===== config.mk =====
export PLATFORM = sky130hd
export DESIGN_NAME = blender_issue_arbiter_flat
export DESIGN_NICKNAME = d
export VERILOG_FILES = /design/src/rtl/blender_issue_arbiter_if.sv /design/src/rtl/blender_issue_arbiter.sv /design/src/flat_wrapper.sv
export SDC_FILE = /design/constraint.sdc
export NUM_CORES = 1
export LEC_CHECK = 0
export CORE_AREA = 2 2 165 167
export CTS_CLUSTER_DIAMETER = 150
export DETAILED_ROUTE_END_ITERATION = 6
export DIE_AREA = 0 0 167 169
export MAX_ROUTING_LAYER = met4
export PLACE_DENSITY_LB_ADDON = 0.08
export REMOVE_ABC_BUFFERS = 1
export SETUP_SLACK_MARGIN = 0.5
export SLEW_MARGIN = 30
export SYNTH_ARGS = -nofsm -noshare
export SYNTH_HDL_FRONTEND = slang
export SYNTH_SLANG_ARGS = --single-unit
export TNS_END_PERCENT = 100

===== constraint.sdc =====
create_clock -name clk -period 12.98 [get_ports clk]
set_input_delay 3.894 -clock clk [delete_from_list [all_inputs] [get_ports clk]]
set_output_delay 3.894 -clock clk [all_outputs]
set_load 0.03 [all_outputs]

===== src/rtl/blender_issue_arbiter_if.sv =====
// Request, core and response bundle for blender_issue_arbiter.
// master = requesters/core/response sink side, slave = the arbiter.
interface blender_issue_arbiter_if #(
    parameter int unsigned NUM_REQ = 4,
    parameter int unsigned ID_W    = 2,
    parameter int unsigned LATENCY = 6,
    parameter int unsigned DATA_W  = 32
);
    localparam int unsigned CNT_W = $clog2(LATENCY + 1);

    logic [NUM_REQ-1:0]        req_valid;
    logic [NUM_REQ-1:0]        req_ready;
    logic [4*NUM_REQ-1:0]      req_op;
    logic [DATA_W*NUM_REQ-1:0] req_op1;
    logic [DATA_W*NUM_REQ-1:0] req_op2;

    logic [3:0]                core_operation;
    logic [DATA_W-1:0]         core_op1;
    logic [DATA_W-1:0]         core_op2;
    logic                      core_clk_enable;
    logic [DATA_W-1:0]         core_result;

    logic                      rsp_valid;
    logic                      rsp_ready;
    logic [ID_W-1:0]           rsp_id;
    logic [DATA_W-1:0]         rsp_data;

    logic [CNT_W-1:0]          inflight_cnt;
    logic                      busy;

    modport master (
        output req_valid, req_op, req_op1, req_op2, core_result, rsp_ready,
        input  req_ready, core_operation, core_op1, core_op2, core_clk_enable,
        input  rsp_valid, rsp_id, rsp_data, inflight_cnt, busy
    );

    modport slave (
        input  req_valid, req_op, req_op1, req_op2, core_result, rsp_ready,
        output req_ready, core_operation, core_op1, core_op2, core_clk_enable,
        output rsp_valid, rsp_id, rsp_data, inflight_cnt, busy
    );
endinterface


===== src/rtl/blender_issue_arbiter.sv =====
// Round-robin issue of NUM_REQ requesters onto one shared blender core, with a latency-matched
// tag pipeline returning results to their owners. BLENDER_ARB_PRIO_EN gives requester 0 strict priority.
module blender_issue_arbiter #(
    parameter int unsigned NUM_REQ = 4,
    parameter int unsigned ID_W    = 2,
    parameter int unsigned LATENCY = 6,
    parameter int unsigned DATA_W  = 32
) (
    input logic                   clk,
    input logic                   reset,
    blender_issue_arbiter_if.slave bus
);

    localparam int unsigned CNT_W = $clog2(LATENCY + 1);

    logic [LATENCY-1:0]           tag_valid;
    logic [LATENCY-1:0][ID_W-1:0] tag_id;
    logic [ID_W-1:0]              rr_ptr;
    logic [CNT_W-1:0]             cnt_q;

    logic                         grant_any;
    logic [ID_W-1:0]              grant_id;
    logic                         head_stall;
    logic                         can_issue;
    logic                         issue;
    logic                         shift_en;
    logic                         retire;
    logic                         rr_update;
    logic [NUM_REQ-1:0]           ready_c;
    logic [3:0]                   op_c;
    logic [DATA_W-1:0]            op1_c;
    logic [DATA_W-1:0]            op2_c;

    // First valid requester at or after rr_ptr, wrapping to the lowest valid one.
    always_comb begin : grant_sel
        logic            hi_any;
        logic [ID_W-1:0] hi_id;
        logic            lo_any;
        logic [ID_W-1:0] lo_id;
        hi_any = 1'b0;
        hi_id  = '0;
        lo_any = 1'b0;
        lo_id  = '0;
        for (int unsigned i = 0; i < NUM_REQ; i++) begin
            if (!hi_any && bus.req_valid[i] && (ID_W'(i) >= rr_ptr)) begin
                hi_any = 1'b1;
                hi_id  = ID_W'(i);
            end
            if (!lo_any && bus.req_valid[i]) begin
                lo_any = 1'b1;
                lo_id  = ID_W'(i);
            end
        end
        grant_any = hi_any | lo_any;
        grant_id  = hi_any ? hi_id : lo_id;
`ifdef BLENDER_ARB_PRIO_EN
        if (bus.req_valid[0]) begin
            grant_any = 1'b1;
            grant_id  = '0;
        end
`endif
    end

`ifdef BLENDER_ARB_PRIO_EN
    assign rr_update = issue & ~bus.req_valid[0];
`else
    assign rr_update = issue;
`endif

    assign head_stall = tag_valid[LATENCY-1] & ~bus.rsp_ready;
    assign can_issue  = ~head_stall & ~reset;
    assign issue      = grant_any & can_issue;
    assign shift_en   = ~head_stall & ~reset & (issue | (cnt_q != '0));
    assign retire     = tag_valid[LATENCY-1] & bus.rsp_ready;

    // Route the granted requester's operation onto the core; zeros when nothing issues.
    always_comb begin : issue_mux
        ready_c = '0;
        op_c    = '0;
        op1_c   = '0;
        op2_c   = '0;
        for (int unsigned i = 0; i < NUM_REQ; i++) begin
            if (issue && (grant_id == ID_W'(i))) begin
                ready_c[i] = 1'b1;
                op_c       = bus.req_op[4*i +: 4];
                op1_c      = bus.req_op1[DATA_W*i +: DATA_W];
                op2_c      = bus.req_op2[DATA_W*i +: DATA_W];
            end
        end
    end

    // Tag pipeline advances only with the core clock so tags stay aligned with core data.
    always_ff @(posedge clk or posedge reset) begin
        if (reset) begin
            tag_valid <= '0;
            tag_id    <= '0;
            rr_ptr    <= '0;
            cnt_q     <= '0;
        end else begin
            if (shift_en) begin
                tag_valid <= {tag_valid[LATENCY-2:0], issue};
                tag_id    <= {tag_id[LATENCY-2:0], grant_id};
            end
            if (rr_update) begin
                rr_ptr <= (grant_id == ID_W'(NUM_REQ - 1)) ? '0 : grant_id + ID_W'(1);
            end
            case ({issue, retire})
                2'b10:   cnt_q <= cnt_q + CNT_W'(1);
                2'b01:   cnt_q <= cnt_q - CNT_W'(1);
                default: cnt_q <= cnt_q;
            endcase
        end
    end

    assign bus.req_ready       = ready_c;
    assign bus.core_operation  = op_c;
    assign bus.core_op1        = op1_c;
    assign bus.core_op2        = op2_c;
    assign bus.core_clk_enable = shift_en;
    assign bus.rsp_valid       = tag_valid[LATENCY-1];
    assign bus.rsp_id          = tag_id[LATENCY-1];
    assign bus.rsp_data        = bus.core_result;
    assign bus.inflight_cnt    = cnt_q;
    assign bus.busy            = (cnt_q != '0);

endmodule


===== src/flat_wrapper.sv =====
// flat-port wrapper written by rule: the top's interface ports become plain ports
module blender_issue_arbiter_flat 
#(
    parameter int unsigned NUM_REQ = 4,
    parameter int unsigned ID_W    = 2,
    parameter int unsigned LATENCY = 6,
    parameter int unsigned DATA_W  = 32
)
  (clk, reset, bus_req_valid, bus_req_op, bus_req_op1, bus_req_op2, bus_core_result, bus_rsp_ready, bus_req_ready, bus_core_operation, bus_core_op1, bus_core_op2, bus_core_clk_enable, bus_rsp_valid, bus_rsp_id, bus_rsp_data, bus_inflight_cnt, bus_busy);
  blender_issue_arbiter_if #(.NUM_REQ(NUM_REQ), .ID_W(ID_W), .LATENCY(LATENCY), .DATA_W(DATA_W)) bus_i ();
  input logic clk;
  input logic reset;
  input wire logic [$bits(bus_i.req_valid)-1:0] bus_req_valid;
  input wire logic [$bits(bus_i.req_op)-1:0] bus_req_op;
  input wire logic [$bits(bus_i.req_op1)-1:0] bus_req_op1;
  input wire logic [$bits(bus_i.req_op2)-1:0] bus_req_op2;
  input wire logic [$bits(bus_i.core_result)-1:0] bus_core_result;
  input wire logic [$bits(bus_i.rsp_ready)-1:0] bus_rsp_ready;
  output wire logic [$bits(bus_i.req_ready)-1:0] bus_req_ready;
  output wire logic [$bits(bus_i.core_operation)-1:0] bus_core_operation;
  output wire logic [$bits(bus_i.core_op1)-1:0] bus_core_op1;
  output wire logic [$bits(bus_i.core_op2)-1:0] bus_core_op2;
  output wire logic [$bits(bus_i.core_clk_enable)-1:0] bus_core_clk_enable;
  output wire logic [$bits(bus_i.rsp_valid)-1:0] bus_rsp_valid;
  output wire logic [$bits(bus_i.rsp_id)-1:0] bus_rsp_id;
  output wire logic [$bits(bus_i.rsp_data)-1:0] bus_rsp_data;
  output wire logic [$bits(bus_i.inflight_cnt)-1:0] bus_inflight_cnt;
  output wire logic [$bits(bus_i.busy)-1:0] bus_busy;
  assign bus_i.req_valid = bus_req_valid;
  assign bus_i.req_op = bus_req_op;
  assign bus_i.req_op1 = bus_req_op1;
  assign bus_i.req_op2 = bus_req_op2;
  assign bus_i.core_result = bus_core_result;
  assign bus_i.rsp_ready = bus_rsp_ready;
  assign bus_req_ready = bus_i.req_ready;
  assign bus_core_operation = bus_i.core_operation;
  assign bus_core_op1 = bus_i.core_op1;
  assign bus_core_op2 = bus_i.core_op2;
  assign bus_core_clk_enable = bus_i.core_clk_enable;
  assign bus_rsp_valid = bus_i.rsp_valid;
  assign bus_rsp_id = bus_i.rsp_id;
  assign bus_rsp_data = bus_i.rsp_data;
  assign bus_inflight_cnt = bus_i.inflight_cnt;
  assign bus_busy = bus_i.busy;
  blender_issue_arbiter #(.NUM_REQ(NUM_REQ), .ID_W(ID_W), .LATENCY(LATENCY), .DATA_W(DATA_W)) u_core (.clk(clk), .reset(reset), .bus(bus_i));
endmodule

## Yosys cells after proc, flatten, opt, wreduce, memory -nomap -nowiden

Index checks and enable logic that the tools add are counted.

| cells by class | value |
|---|---|
| add/subtract/negate cells | 3 |
| magnitude comparators | 4 |
| equality and inequality tests | 5 |
| multiplexer cells | 33 |
| bitwise operators | 10 |
| reduce and logical (&&, ||, !) cells | 23 |

Operators with widths:

| kind | count |
|---|---|
| $mux W32 | 8 |
| $mux W4 | 4 |
| $logic_and A1 B1 Y1 | 14 |
| $mux W1 | 14 |
| $mux W2 | 6 |
| $eq A2 B2 Y1 const B | 3 |
| $logic_not A1 Y1 | 6 |
| $pmux W3 S2 | 1 |
| $and A1 B1 Y1 | 5 |
| $eq A2 B1 Y1 const B | 2 |
| $ge A1 B2 Y1 const A | 2 |
| $ge A2 B2 Y1 const A | 2 |
| $add A3 B1 Y3 const B | 1 |
| $not A1 Y1 | 3 |
| $reduce_bool A3 Y1 | 1 |
| $sub A3 B1 Y3 const B | 1 |
| $add A2 B1 Y2 const B | 1 |
| $logic_not A2 Y1 | 1 |
| $or A1 B1 Y1 | 2 |
| $reduce_bool A2 Y1 | 1 |

| word-level totals | value |
|---|---|
| flip-flop bits (word level) | 23 |

## Logic depth before layout (Yosys ltp)

Gate-level depths: netlist of run 1.

| depth | value |
|---|---|
| word-level depth | 22 |
| mapped depth | 12 |
| gate-level depth less buffers | 9 |

## Least setup slack after synthesis of run 1

Ideal clock, no wire load.

| timing | value |
|---|---|
| path kind | input to output |
| start point | input bus_req_valid[2] |
| end point | output bus_core_op1[29] |
| data arrival time | 6.129 ns |
| slack | 2.957 ns |
| cell stages on the path | 11 |
| cell sequence | mux2i_1 > nor2_1 > nor3_1 > inv_1 > ha_1 > clkbuf_1 > clkinv_1 > clkbuf_1 > clkbuf_1 > o211ai_1 > a21oi_1 |

| on the way | value |
|---|---|
| longest elaborated chain between the ends | 14 |

Ends and longest elaborated chain:

| element | line | text |
|---|---|---|
| start: declaration | flat_wrapper.sv:13 | `input wire logic [$bits(bus_i.req_valid)-1:0] bus_req_valid;` |
| $logic_and A1 B1 Y1 (2 in series) | blender_issue_arbiter.sv:45 | `if (!hi_any && bus.req_valid[i] && (ID_W'(i) >= rr_ptr)) begin` |
| $mux W1 | blender_issue_arbiter.sv:45 |  |
| $logic_not A1 Y1 | blender_issue_arbiter.sv:45 |  |
| $logic_and A1 B1 Y1 (2 in series) | blender_issue_arbiter.sv:45 |  |
| $mux W2 / $mux W1 (equally long branches) | blender_issue_arbiter.sv:45 |  |
| $mux W2 * | blender_issue_arbiter.sv:55 | `grant_id = hi_any ? hi_id : lo_id;` |
| named net u_core.grant_id[0] | blender_issue_arbiter.sv:22 | `logic [ID_W-1:0] grant_id;` |
| $logic_not A2 Y1 | blender_issue_arbiter.sv:83 | `if (issue && (grant_id == ID_W'(i))) begin` |
| $logic_and A1 B1 Y1 | blender_issue_arbiter.sv:83 |  |
| $mux W32 (3 in series) | blender_issue_arbiter.sv:83 |  |
| $mux W32 * | blender_issue_arbiter.sv:83 |  |
| end: declaration | flat_wrapper.sv:21 | `output wire logic [$bits(bus_i.core_op1)-1:0] bus_core_op1;` |

Mark *: on every way through the listed nets, which the timed path passes. The rest lies on a longest branch.

## Worst setup path in the final report of run 1

| timing | value |
|---|---|
| start point | input bus_req_valid[0] |
| end point | output bus_core_op2[22] |

| on the way | value |
|---|---|
| longest elaborated chain between the ends | 21 |

Ends and longest elaborated chain:

| element | line | text |
|---|---|---|
| $logic_and A1 B1 Y1 | blender_issue_arbiter.sv:45 |  |
| $mux W1 | blender_issue_arbiter.sv:45 |  |
| $logic_not A1 Y1 | blender_issue_arbiter.sv:45 |  |
| $logic_and A1 B1 Y1 (2 in series) | blender_issue_arbiter.sv:45 |  |
| $mux W1 | blender_issue_arbiter.sv:45 |  |
| $logic_not A1 Y1 | blender_issue_arbiter.sv:45 |  |
| $logic_and A1 B1 Y1 (2 in series) | blender_issue_arbiter.sv:45 |  |
| $mux W1 | blender_issue_arbiter.sv:45 |  |
| $logic_not A1 Y1 | blender_issue_arbiter.sv:45 |  |
| $logic_and A1 B1 Y1 (2 in series) | blender_issue_arbiter.sv:45 |  |
| $mux W2 / $mux W1 (equally long branches) | blender_issue_arbiter.sv:45 |  |
| $mux W2 * | blender_issue_arbiter.sv:55 |  |
| named net u_core.grant_id[0] | blender_issue_arbiter.sv:22 |  |
| $logic_not A2 Y1 | blender_issue_arbiter.sv:83 |  |
| $logic_and A1 B1 Y1 | blender_issue_arbiter.sv:83 |  |
| $mux W32 (3 in series) | blender_issue_arbiter.sv:83 |  |
| $mux W32 * | blender_issue_arbiter.sv:83 |  |
| end: declaration | flat_wrapper.sv:22 | `output wire logic [$bits(bus_i.core_op2)-1:0] bus_core_op2;` |

Marked as above.

==> out/metrics.yaml, run 1 <==
routedWlPerCell_um: 22.2
clkSinkCount: 23
nNetsFinal: 1081
drc: 0
ios: 423
p_clk_share_pct: 6.0
rsz0062_at_grt: "no"
grt_use_total_pct: 16.6
start_util_pct: 13.2
cp.required_ns: 9.09
grt_most_used_layer: "met2"
clk_pin_slew_ns: 0.06
finalCriticalPeriod_ns: 11.49
holdWs_ns: 0.489
dp_cells: 1100
final_hold_viol_count: 0
seqPwrFrac_pct: 11.6
cts-root-buf: "clkbuf_16"
end_kind: "output pin"
start_kind: "input port"
power.density_nw_per_um2: 158
drive_above_1_share_pct: 5.50
cap_violations: 0
antenna_found_initial: 2
p_switching_w: 0.000565
wl_mm: 24.5
drtIter0Drc: 245
synth_area_leaders: "dfrtp_1 (16%), a221o_1 (16%), o211ai_1 (12%)"
reg2reg_depth: 10
numPortBuffers: 358
grt_pass1_vias: 4991
p_leak_nw: 2.52
grt_max_degree: 70
synth_area_leader_cell: "dfrtp_1"
min_path_type: "register to register"
ys_async_sr_fraction_pct: 100
rows: 60
hold_buffers: 0
drv_slew: 0
cts_tree: "yes"
worstSetupEndpoint: "bus_core_op2[22]"
die_y_um: 169
ctsHtreeMaxLevel: 1
hpwl_mm: 18.9
setup_tns_ns: 0
worstPathArrival_ns: 7.60
critPathMaxFanout: 69
vdd_ir_drop_max_uv: 111
ys_types: 36
die_x_um: 167
synth_ff_type: "dfrtp_1"
grt-ovfl-total: 0
place.gp.congestion: 0.912
synth-seq-cells: 23
critPathKind: "input port to output pin"
grt_pass1_wl_mm: 34.8
clk_path_buf_depth: 2
p_comb_share_pct: 82.4
max_slew_margin_pct: 38.5
gr-usage-met1_pct: 19.5
r2r-start: "u_core.tag_valid[5]$_DFFE_PP0P_"
fmaxAchievable_mhz: 87.0
die_area_um2: 28200
syn_avg_cell_area_um2: 7.29
timing.rr.end: "u_core.bus.inflight_cnt[2]$_DFFE_PP0P_"
setup_violations: 0
worst_slew_pin_slew_ns: 0.923
synth_edf_count: 0
synthCells: 479
crit_start: "bus_req_valid[0]"
utilization_pct: 27.2
synth_most_common_cell: "nand2_1"
p_sw_share_pct: 49.6
post-place-ws_ns: 1.37
via_per_inst: 4.49
fp.coreArea_um2: 26500
cts-resized-gates: 0
yosysSeqAreaShare_pct: 16.5
cts_setup_buffers: 0
synth_top_area_share_pct: 16.5
ant_nets: 0
final_cells: 1106
synth.top_cells.by_count: "nand2_1 (74), a21oi_1 (72), a221o_1 (55), o211ai_1 (55), clkbuf_1 (39)"
use_met3_pct: 4.21
ff2ff_setup_slack_ns: 10.24
drtPass1Iterations: 4
outcome: "finished, final reports clean"
vias: 4961
clk_latency_ns: 0.26
layout_setup_ws_ns: 1.49
p_int_w: 0.000573
cts_buffers: 3
finalCritPeriodShare_pct: 88.5
netlist_area_um2: 3490
area_growth_pct: 107
synth_warnings: 0
use_met2_pct: 29.4
skew_ns: 0.00635
## worst max-delay path, cell delays in order
cell             delay, ns
clkdlybuf4s50_1       0.47
mux2i_1               0.15
nor2_1                0.05
nor3_1                0.57
inv_1                 0.15
ha_2                  0.20
buf_4                 0.31
inv_2                 0.31
buf_12                0.31
o21a_1                0.18
a22oi_1               0.06
nor2_1                0.13
clkdlybuf4s50_1       0.73
## worst min path at each step
stage	start	to	slack [ns]	depth (start not counted)
6_report	u_core.bus.inflight_cnt[2]$_DFFE_PP0P_	u_core.bus.inflight_cnt[2]$_DFFE_PP0P_	0.49	1
5_1_grt	u_core.tag_valid[0]$_DFFE_PP0P_	u_core.tag_valid[1]$_DFFE_PP0P_	0.52	1
2_1_floorplan	u_core.tag_id[1]$_DFFE_PP0P_	u_core.tag_id[1]$_DFFE_PP0P_	0.48	1
4_1_cts	u_core.bus.inflight_cnt[2]$_DFFE_PP0P_	u_core.bus.inflight_cnt[2]$_DFFE_PP0P_	0.50	1
3_5_place_dp	u_core.bus.inflight_cnt[2]$_DFFE_PP0P_	u_core.bus.inflight_cnt[2]$_DFFE_PP0P_	0.48	1
3_3_place_gp	u_core.tag_id[3]$_DFFE_PP0P_	u_core.tag_id[5]$_DFFE_PP0P_	0.49	1
## final cells by class
type | count | area [µm²]
fillers | 2871 | 19300
repair buffers | 369 | 3680
multi-input cells | 355 | 2400
flip-flops and latches | 23 | 576
well taps | 341 | 427
clock buffers | 3 | 75.1
inverters | 12 | 47.5
clock inverters | 1 | 5.00
diodes | 2 | 5.00
## flip-flops by register name, summed over array words and instances, names as in the netlist
signal / count
u_core.tag_id: 10
u_core.tag_valid: 6
u_core.bus.inflight_cnt: 3
u_core.bus.rsp_id: 2
u_core.rr_ptr: 2
## power by group through the flow
stage / registers [W] / clock network, W / logic, W
2_1_floorplan: 0.000145 / 0 / 0.000548
3_3_place_gp: 0.000133 / 0 / 0.000952
3_5_place_dp: 0.000133 / 0 / 0.000951
4_1_cts: 0.000133 / 0.0000710 / 0.000955
5_1_grt: 0.000138 / 0.0000743 / 0.00102
6_report: 0.000132 / 0.0000681 / 0.000938
## routing by layer
metal  vias to the layer above  part of all wire (%)
met2                       246                    52
met3                        14                   7.8
met5                         -                     0
li1                       2345                     -
met4                         0                  0.92
met1                      2356                    40
## layout by cell type (no fill, tap or decap), types with 2 or more instances in the layout
master and instances:
and2_1 3, xor2_1 2, clkdlybuf4s50_1 358, a221o_1 55, nand2_1 74, a22oi_1 13
o211ai_1 55, inv_2 2, ha_1 2, clkbuf_16 3, dfrtp_1 23, diode_2 2
ha_2 2, inv_1 9, nor2_1 18, mux2_4 8, buf_4 10, mux2_2 9
a21oi_1 72, o21a_1 13, o21ai_0 15
## cells by family (layout without fill, tap and decap cells)
logic type,after synthesis,in the layout,synth area share (%)
adders and majority gates,6,6,2.37
AOI/OAI and AO/OA,226,226,46.5
and+or+nand+nor,102,102,11.8
buffers and inverters,101,385,15.5
xor gates and xnor gates,3,3,0.753
other,0,2,0
DFF,23,23,16.5
muxes,18,18,6.63
## through the flow
step	total power, W	area (µm²)
floorplan	0.000692	3000
global placement	0.00109	7130
detailed placement	0.00108	7130
CTS	0.00116	7210
global route	0.00123	7210
finish	0.00114	7210
(Power assumes the default switching activity.)
==> run 2, diff against run 1 <==
--- a/config.mk
+++ b/config.mk
@@ -5,12 +5,13 @@
 export SDC_FILE = /design/constraint.sdc
 export NUM_CORES = 1
 export LEC_CHECK = 0
-export CORE_AREA = 2 2 165 167
+export CAP_MARGIN = 20
+export CORE_AREA = 2 2 166 168
 export CTS_CLUSTER_DIAMETER = 150
 export DETAILED_ROUTE_END_ITERATION = 6
-export DIE_AREA = 0 0 167 169
+export DIE_AREA = 0 0 168 170
 export MAX_ROUTING_LAYER = met4
-export PLACE_DENSITY_LB_ADDON = 0.08
+export PLACE_DENSITY = 0.45
 export REMOVE_ABC_BUFFERS = 1
 export SETUP_SLACK_MARGIN = 0.5
 export SLEW_MARGIN = 30
==> constraint.sdc (replaced) <==
create_clock -name clk -period 12.9 [get_ports clk]
set_input_delay 3.87 -clock clk [delete_from_list [all_inputs] [get_ports clk]]
set_output_delay 3.87 -clock clk [all_outputs]
set_load 0.03 [all_outputs]
==> out/metrics.yaml, run 2 (same netlist as run 1, synthesis figures left out) <==
outcome: "finished, final reports clean"
cts_buffers: 3  # unchanged
place.gp.congestion: 0.785  # -14%
finalCritPeriodShare_pct: 89.2
clk_pin_slew_ns: 0.06  # about the same
cap_violations: 0  # unchanged
start_util_pct: 13.1  # -0.074 points
worstPathArrival_ns: 7.64  # +0.04 ns
setup_tns_ns: 0  # unchanged
power_w: 0.00114  # +0.48%
fillers: 2864  # -0.24%
ant_nets: 0  # unchanged
cp.required_ns: 9.03  # -0.06 ns
max_slew_margin_pct: 41.7  # +3.2 points
worst_slew_pin_slew_ns: 0.874  # -0.0483 ns
vias: 4949  # -0.24%
nNetsFinal: 1082  # +0.093%
fp.coreArea_um2: 26700  # +0.57%
antenna_found_initial: 0  # -2
wl_met1_mm: 10.1  # +3.9%
area_growth_pct: 106
cts_tree: "yes"
die_x_um: 168  # +0.60%
clk_latency_ns: 0.26  # about the same
hpwl_mm: 17.1  # -9.3%
critPathMaxFanout: 36  # -48%
grt_use_total_pct: 15.1  # -1.5 points
holdWs_ns: 0.490  # +0.00129 ns
worstPathCellList: "clkdlybuf4s50_1 -> a21oi_1 -> o21ai_0 -> o2bb2a_1 -> inv_1 -> ha_4 -> nor2b_4 -> buf_4 -> a221o_1 -> o211ai_1 -> a21oi_1 -> clkdlybuf4s50_1"
finalCriticalPeriod_ns: 11.51
max_stage_delay_ns: 0.72  # about the same
clkSinkCount: 23  # unchanged
min_path_type: "register to register"
p_leak_nw: 2.51  # -0.17%
wl_mm: 22.7  # -7.3%
drtPass1Iterations: 4  # unchanged
cp_slowest_cell: "clkdlybuf4s50_1"
final_common_cell: "clkdlybuf4s50_1"
utilization_pct: 27.0  # -0.20 points
vdd_ir_drop_max_uv: 101  # -8.8%
rows: 60  # unchanged
grt_max_degree: 69  # -1.4%
met3WireLength_mm: 2.31  # +21%
top_register: "u_core.tag_id"
drc: 0  # unchanged
layout_common_cells: "clkdlybuf4s50_1 (358), nand2_1 (74), a21oi_1 (72)"
final_hold_viol_count: 0  # unchanged
crit_start: "bus_req_valid[0]"
highest_layer: "met4"
via_per_inst: 4.48  # -0.15%
end_kind: "output pin"
numPortBuffers: 358  # unchanged
drtIter0Drc: 221  # -9.8%
r2r-start: "u_core.tag_valid[5]$_DFFE_PP0P_"
die_area_um2: 28600  # +1.2%
cts_setup_buffers: 0  # unchanged
start_kind: "input port"
ff2ff_setup_slack_ns: 9.86  # -0.38 ns
grt_pass1_vias: 5089  # +2.0%
power.density_nw_per_um2: 159  # +0.67%
rsz0062_at_grt: "no"
skew_ns: 0.00200  # -0.00434 ns
die_y_um: 170  # +0.59%
worstSetupEndpoint: "bus_core_op2[8]"
hold_buffers: 0  # unchanged
ctsHtreeMaxLevel: 1  # unchanged
clk_path_buf_depth: 2  # unchanged
cts-resized-gates: 0  # unchanged
drive_above_1_share_pct: 5.50  # -0.0072 points
setup_violations: 0  # unchanged
routedWlPerCell_um: 20.6  # -7.2%
dr_wl_met2_mm: 10.0  # -21%
ios: 423  # unchanged
antennaDiodeCount: 0  # -2
reg2reg_depth: 10  # unchanged
timing.rr.end: "u_core.bus.inflight_cnt[2]$_DFFE_PP0P_"
grt_pass1_wl_mm: 32.2  # -7.4%
cts-root-buf: "clkbuf_16"
fmaxAchievable_mhz: 86.9
critPathKind: "input port to output pin"
drv_slew: 0  # unchanged
largest_reg_flops: 10  # unchanged
grt-ovfl-total: 0  # unchanged
## run 2: changes by cell type in the layout (fill, tap and decap cells not counted), sizes merged
cell	delta
clkinv	-1
buf	+1
clkbuf	+1
diode	-2
## run 2: metrics by stage
step | cells | setup slack [ns] | instance area, µm²
floorplan | 390 | 0.753 | 3000
global placement | 1101 | 1.38 | 7120
detailed placement | 1101 | 1.31 | 7120
CTS | 1105 | 1.31 | 7200
global route | 1105 | 1.07 | 7200
finish | 1105 | 1.39 | 7200
## run 2: critical path: cells and delay by family
kind	cells	cell delay [ns]
buffers and inverters	4	1.77
AO/OA/AOI/OAI	6	1.06
AND/OR/NAND/NOR	1	0.61
adder cells (fa/ha/maj)	1	0.30
## run 2: how the worst min path moves through the flow
| stage | slack [ns] | end | cells after the start | startpoint |
|---|---|---|---|---|
| 5_1_grt | 0.52 | u_core.bus.inflight_cnt[2]$_DFFE_PP0P_ | 1 | u_core.bus.inflight_cnt[2]$_DFFE_PP0P_ |
| 6_report | 0.49 | u_core.bus.inflight_cnt[2]$_DFFE_PP0P_ | 1 | u_core.bus.inflight_cnt[2]$_DFFE_PP0P_ |
| 3_3_place_gp | 0.48 | u_core.bus.inflight_cnt[2]$_DFFE_PP0P_ | 1 | u_core.bus.inflight_cnt[2]$_DFFE_PP0P_ |
| 3_5_place_dp | 0.48 | u_core.bus.inflight_cnt[2]$_DFFE_PP0P_ | 1 | u_core.bus.inflight_cnt[2]$_DFFE_PP0P_ |
| 4_1_cts | 0.50 | u_core.bus.inflight_cnt[2]$_DFFE_PP0P_ | 1 | u_core.bus.inflight_cnt[2]$_DFFE_PP0P_ |
| 2_1_floorplan | 0.48 | u_core.tag_id[1]$_DFFE_PP0P_ | 1 | u_core.tag_id[1]$_DFFE_PP0P_ |
## run 2: layer usage
| layer | track usage [%] | up-vias |
|---|---|---|
| met2 | 23.4 | 294 |
| met3 | 5.16 | 25 |
| li1 | - | 2343 |
| met4 | 2.76 | 0 |
| met1 | 19.3 | 2287 |
| met5 | - | - |
## run 2: area by class of cell
| cell class | count | area (µm²) | share of cell area (%) |
|---|---|---|---|
| Tap cell | 341 | 427 | 5.93 |
| Timing Repair Buffer | 370 | 3670 | 51.0 |
| Multi-Input combinational cell | 355 | 2400 | 33.3 |
| Inverter | 12 | 45.0 | 0.626 |
| Sequential cell | 23 | 576 | 7.99 |
| Clock buffer | 4 | 78.8 | 1.09 |
## run 2: power breakdown
group	internal (W)	total, W	switching, W	leakage (nW)
clock network	0.0000422	0.0000678	0.0000256	0.0382
logic	0.000425	0.000942	0.000517	2.21
registers	0.000108	0.000133	0.0000250	0.268
total	0.000575	0.00114	0.000568	2.51
==> run 3, diff against run 2 <==
--- a/config.mk
+++ b/config.mk
@@ -6,12 +6,12 @@
 export NUM_CORES = 1
 export LEC_CHECK = 0
 export CAP_MARGIN = 20
-export CORE_AREA = 2 2 166 168
+export CORE_AREA = 2 2 163 165
+export CTS_BUF_LIST = sky130_fd_sc_hd__clkbuf_4 sky130_fd_sc_hd__clkbuf_8
 export CTS_CLUSTER_DIAMETER = 150
 export DETAILED_ROUTE_END_ITERATION = 6
-export DIE_AREA = 0 0 168 170
-export MAX_ROUTING_LAYER = met4
-export PLACE_DENSITY = 0.45
+export DIE_AREA = 0 0 165 167
+export PLACE_DENSITY = 0.46
 export REMOVE_ABC_BUFFERS = 1
 export SETUP_SLACK_MARGIN = 0.5
 export SLEW_MARGIN = 30
==> out/metrics.yaml, run 3 (same netlist as run 1, synthesis figures left out) <==
setup_violations: 0  # unchanged
seqPwrFrac_pct: 11.9  # +0.2 points
critPathMaxFanout: 26  # -28%
clk_path_buf_depth: 2  # unchanged
wl_mm: 23.4  # +2.8%
setup_tns_ns: 0  # unchanged
start_util_pct: 13.5  # +0.45 points
fillers: 2821  # -1.5%
final_hold_viol_count: 0  # unchanged
fp.coreArea_um2: 25800  # -3.3%
cts_setup_buffers: 0  # unchanged
fmaxAchievable_mhz: 86.9  # about the same
via_per_inst: 4.46  # -0.50%
final_common_cell: "clkdlybuf4s50_1"
use_met2_pct: 27.3  # +3.9 points
crit_buf_inv: 4  # unchanged
place.gp.congestion: 0.789  # +0.45%
outcome: "finished, final reports clean"
p_comb_share_pct: 84.1  # +1.7 points
p_clk_share_pct: 4.1  # -1.8 points
drive_above_1_share_pct: 5.38  # -0.12 points
p_sw_share_pct: 50.4  # +0.71 points
power.density_nw_per_um2: 156  # -1.8%
cts-resized-gates: 0  # unchanged
worst_slew_pin_slew_ns: 0.932  # +0.0577 ns
antenna_found_initial: 1  # +1
end_kind: "output pin"
p_switching_w: 0.000562  # -1.1%
max_slew_margin_pct: 37.8  # -3.9 points
layout_common_cells: "clkdlybuf4s50_1 (358), nand2_1 (74), a21oi_1 (72)"
drc: 0  # unchanged
drtPass1Iterations: 4  # unchanged
finalCriticalPeriod_ns: 11.51  # -0.00590 ns
worstPathCellList: "clkdlybuf4s50_1 -> a21oi_1 -> o21ai_0 -> o2bb2a_1 -> inv_1 -> ha_1 -> nor2b_4 -> buf_4 -> a221o_1 -> o211ai_1 -> a21oi_1 -> clkdlybuf4s50_1"
die_area_um2: 27600  # -3.5%
p_int_w: 0.000553  # -3.9%
hold_buffers: 0  # unchanged
critical-path-top-delay-family: "buffers and inverters"
critPathKind: "input port to output pin"
cts_buffers: 3  # unchanged
ff2ff_setup_slack_ns: 9.84  # -0.02 ns
use_met3_pct: 6.77  # +1.6 points
clk_pin_slew_ns: 0.08  # +0.02 ns
clkSinkCount: 23  # unchanged
holdWs_ns: 0.499  # +0.00884 ns
grt_use_total_pct: 15.8  # +0.65 points
routedWlPerCell_um: 21.3  # +3.4%
worstPathArrival_ns: 7.64  # about the same
hpwl_mm: 18.0  # +5.2%
cp_slowest_cell: "clkdlybuf4s50_1"
ant_nets: 0  # unchanged
grt_most_used_layer: "met2"
finalCritPeriodShare_pct: 89.2  # about the same
start_kind: "input port"
cap_violations: 0  # unchanged
grt-ovfl-total: 0  # unchanged
nNetsFinal: 1080  # -0.18%
drv_slew: 0  # unchanged
rsz0062_at_grt: "no"
grt_pass1_vias: 5054  # -0.69%
max_stage_delay_ns: 0.73  # about the same
largest_reg_flops: 10  # unchanged
cts-root-buf: "clkbuf_8"
numPortBuffers: 358  # unchanged
top_register: "u_core.tag_id"
clk_latency_ns: 0.27  # about the same
drtIter0Drc: 242  # +9.5%
ctsHtreeMaxLevel: 1  # unchanged
grt_max_degree: 69  # unchanged
cp.required_ns: 9.03  # about the same
rows: 59  # -1.7%
min_path_type: "register to register"
grt_pass1_wl_mm: 32.5  # +0.90%
p_leak_nw: 2.49  # -0.90%
vias: 4893  # -1.1%
ios: 423  # unchanged
die_y_um: 167  # -1.8%
gr-usage-met1_pct: 18.5  # -0.84 points
skew_ns: 0.000364  # -0.00164 ns
die_x_um: 165  # -1.8%
area_growth_pct: 105
cts_tree: "yes"
vdd_ir_drop_max_uv: 86.9  # -14%
utilization_pct: 27.7  # +0.73 points
-- run 3: cell types whose count changed in the layout (fill, tap and decap cells not counted) --
| cell | before | now |
|---|---|---|
| buf_4 | 12 | 10 |
| clkbuf_1 | 1 | 0 |
| clkbuf_16 | 3 | 0 |
| clkbuf_8 | 0 | 3 |
| clkinv_2 | 0 | 1 |
| diode_2 | 0 | 1 |
-- run 3: through the flow --
stage	cells	setup WS (ns)	power [W]	instance area, µm²
6_report	1098	1.39	0.00111	7150
5_1_grt	1098	1.13	0.00120	7150
4_1_cts	1097	1.33	0.00113	7140
3_5_place_dp	1093	1.33	0.00108	7100
3_3_place_gp	1093	1.33	0.00108	7100
2_1_floorplan	390	0.753	0.000696	3000
-- run 3: power groups by stage --
stage | clock network, W | logic, W | registers (W)
after floorplan | 0 | 0.000551 | 0.000145
after global placement | 0 | 0.000949 | 0.000133
after detailed placement | 0 | 0.000949 | 0.000134
after CTS | 0.0000463 | 0.000951 | 0.000133
after global routing | 0.0000497 | 0.00101 | 0.000138
final | 0.0000454 | 0.000937 | 0.000132
-- run 3: final cells by class --
cell class | count | area, µm² | area share (%)
sequential | 23 | 576 | 8.05
inverter | 12 | 45.0 | 0.630
clock buffer | 3 | 41.3 | 0.578
timing repair buffer | 368 | 3660 | 51.2
multi-input combinational | 355 | 2400 | 33.6
clock inverter | 1 | 5.00 | 0.0700
antenna | 1 | 2.50 | 0.0350
tap | 335 | 419 | 5.86
-- run 3: metal layers --
metal  up-vias  routed length [µm]
met5         -                 129
met4         2                  85
met3        13                2830
met2       245               11000
met1      2293                9350
li1       2340                   -
-- run 3: path summary, 6_finish.rpt --
check,start,depth (start not counted),to
setup / recovery,bus_req_valid[0],12,bus_core_op1[5]
min in group asynchronous,reset,3,u_core.rr_ptr[0]$_DFFE_PP0P_
hold / removal,u_core.bus.inflight_cnt[2]$_DFFE_PP0P_,1,u_core.bus.inflight_cnt[2]$_DFFE_PP0P_
hold reg to reg,u_core.bus.inflight_cnt[2]$_DFFE_PP0P_,1,u_core.bus.inflight_cnt[2]$_DFFE_PP0P_
setup reg to reg,u_core.tag_valid[5]$_DFFE_PP0P_,10,u_core.bus.inflight_cnt[2]$_DFFE_PP0P_
max in group asynchronous,reset,3,u_core.tag_valid[1]$_DFFE_PP0P_
-- run 3: worst reg2reg max path, stage by stage, from the launching register on --
cell      delay (ns)
dfrtp_1         0.39
nand2b_1        0.10
and3_2          0.25
inv_2           0.62
buf_4           0.50
ha_1            0.28
inv_1           0.06
fa_1            0.37
xor2_1          0.15
nor2_1          0.11
xor2_1          0.16
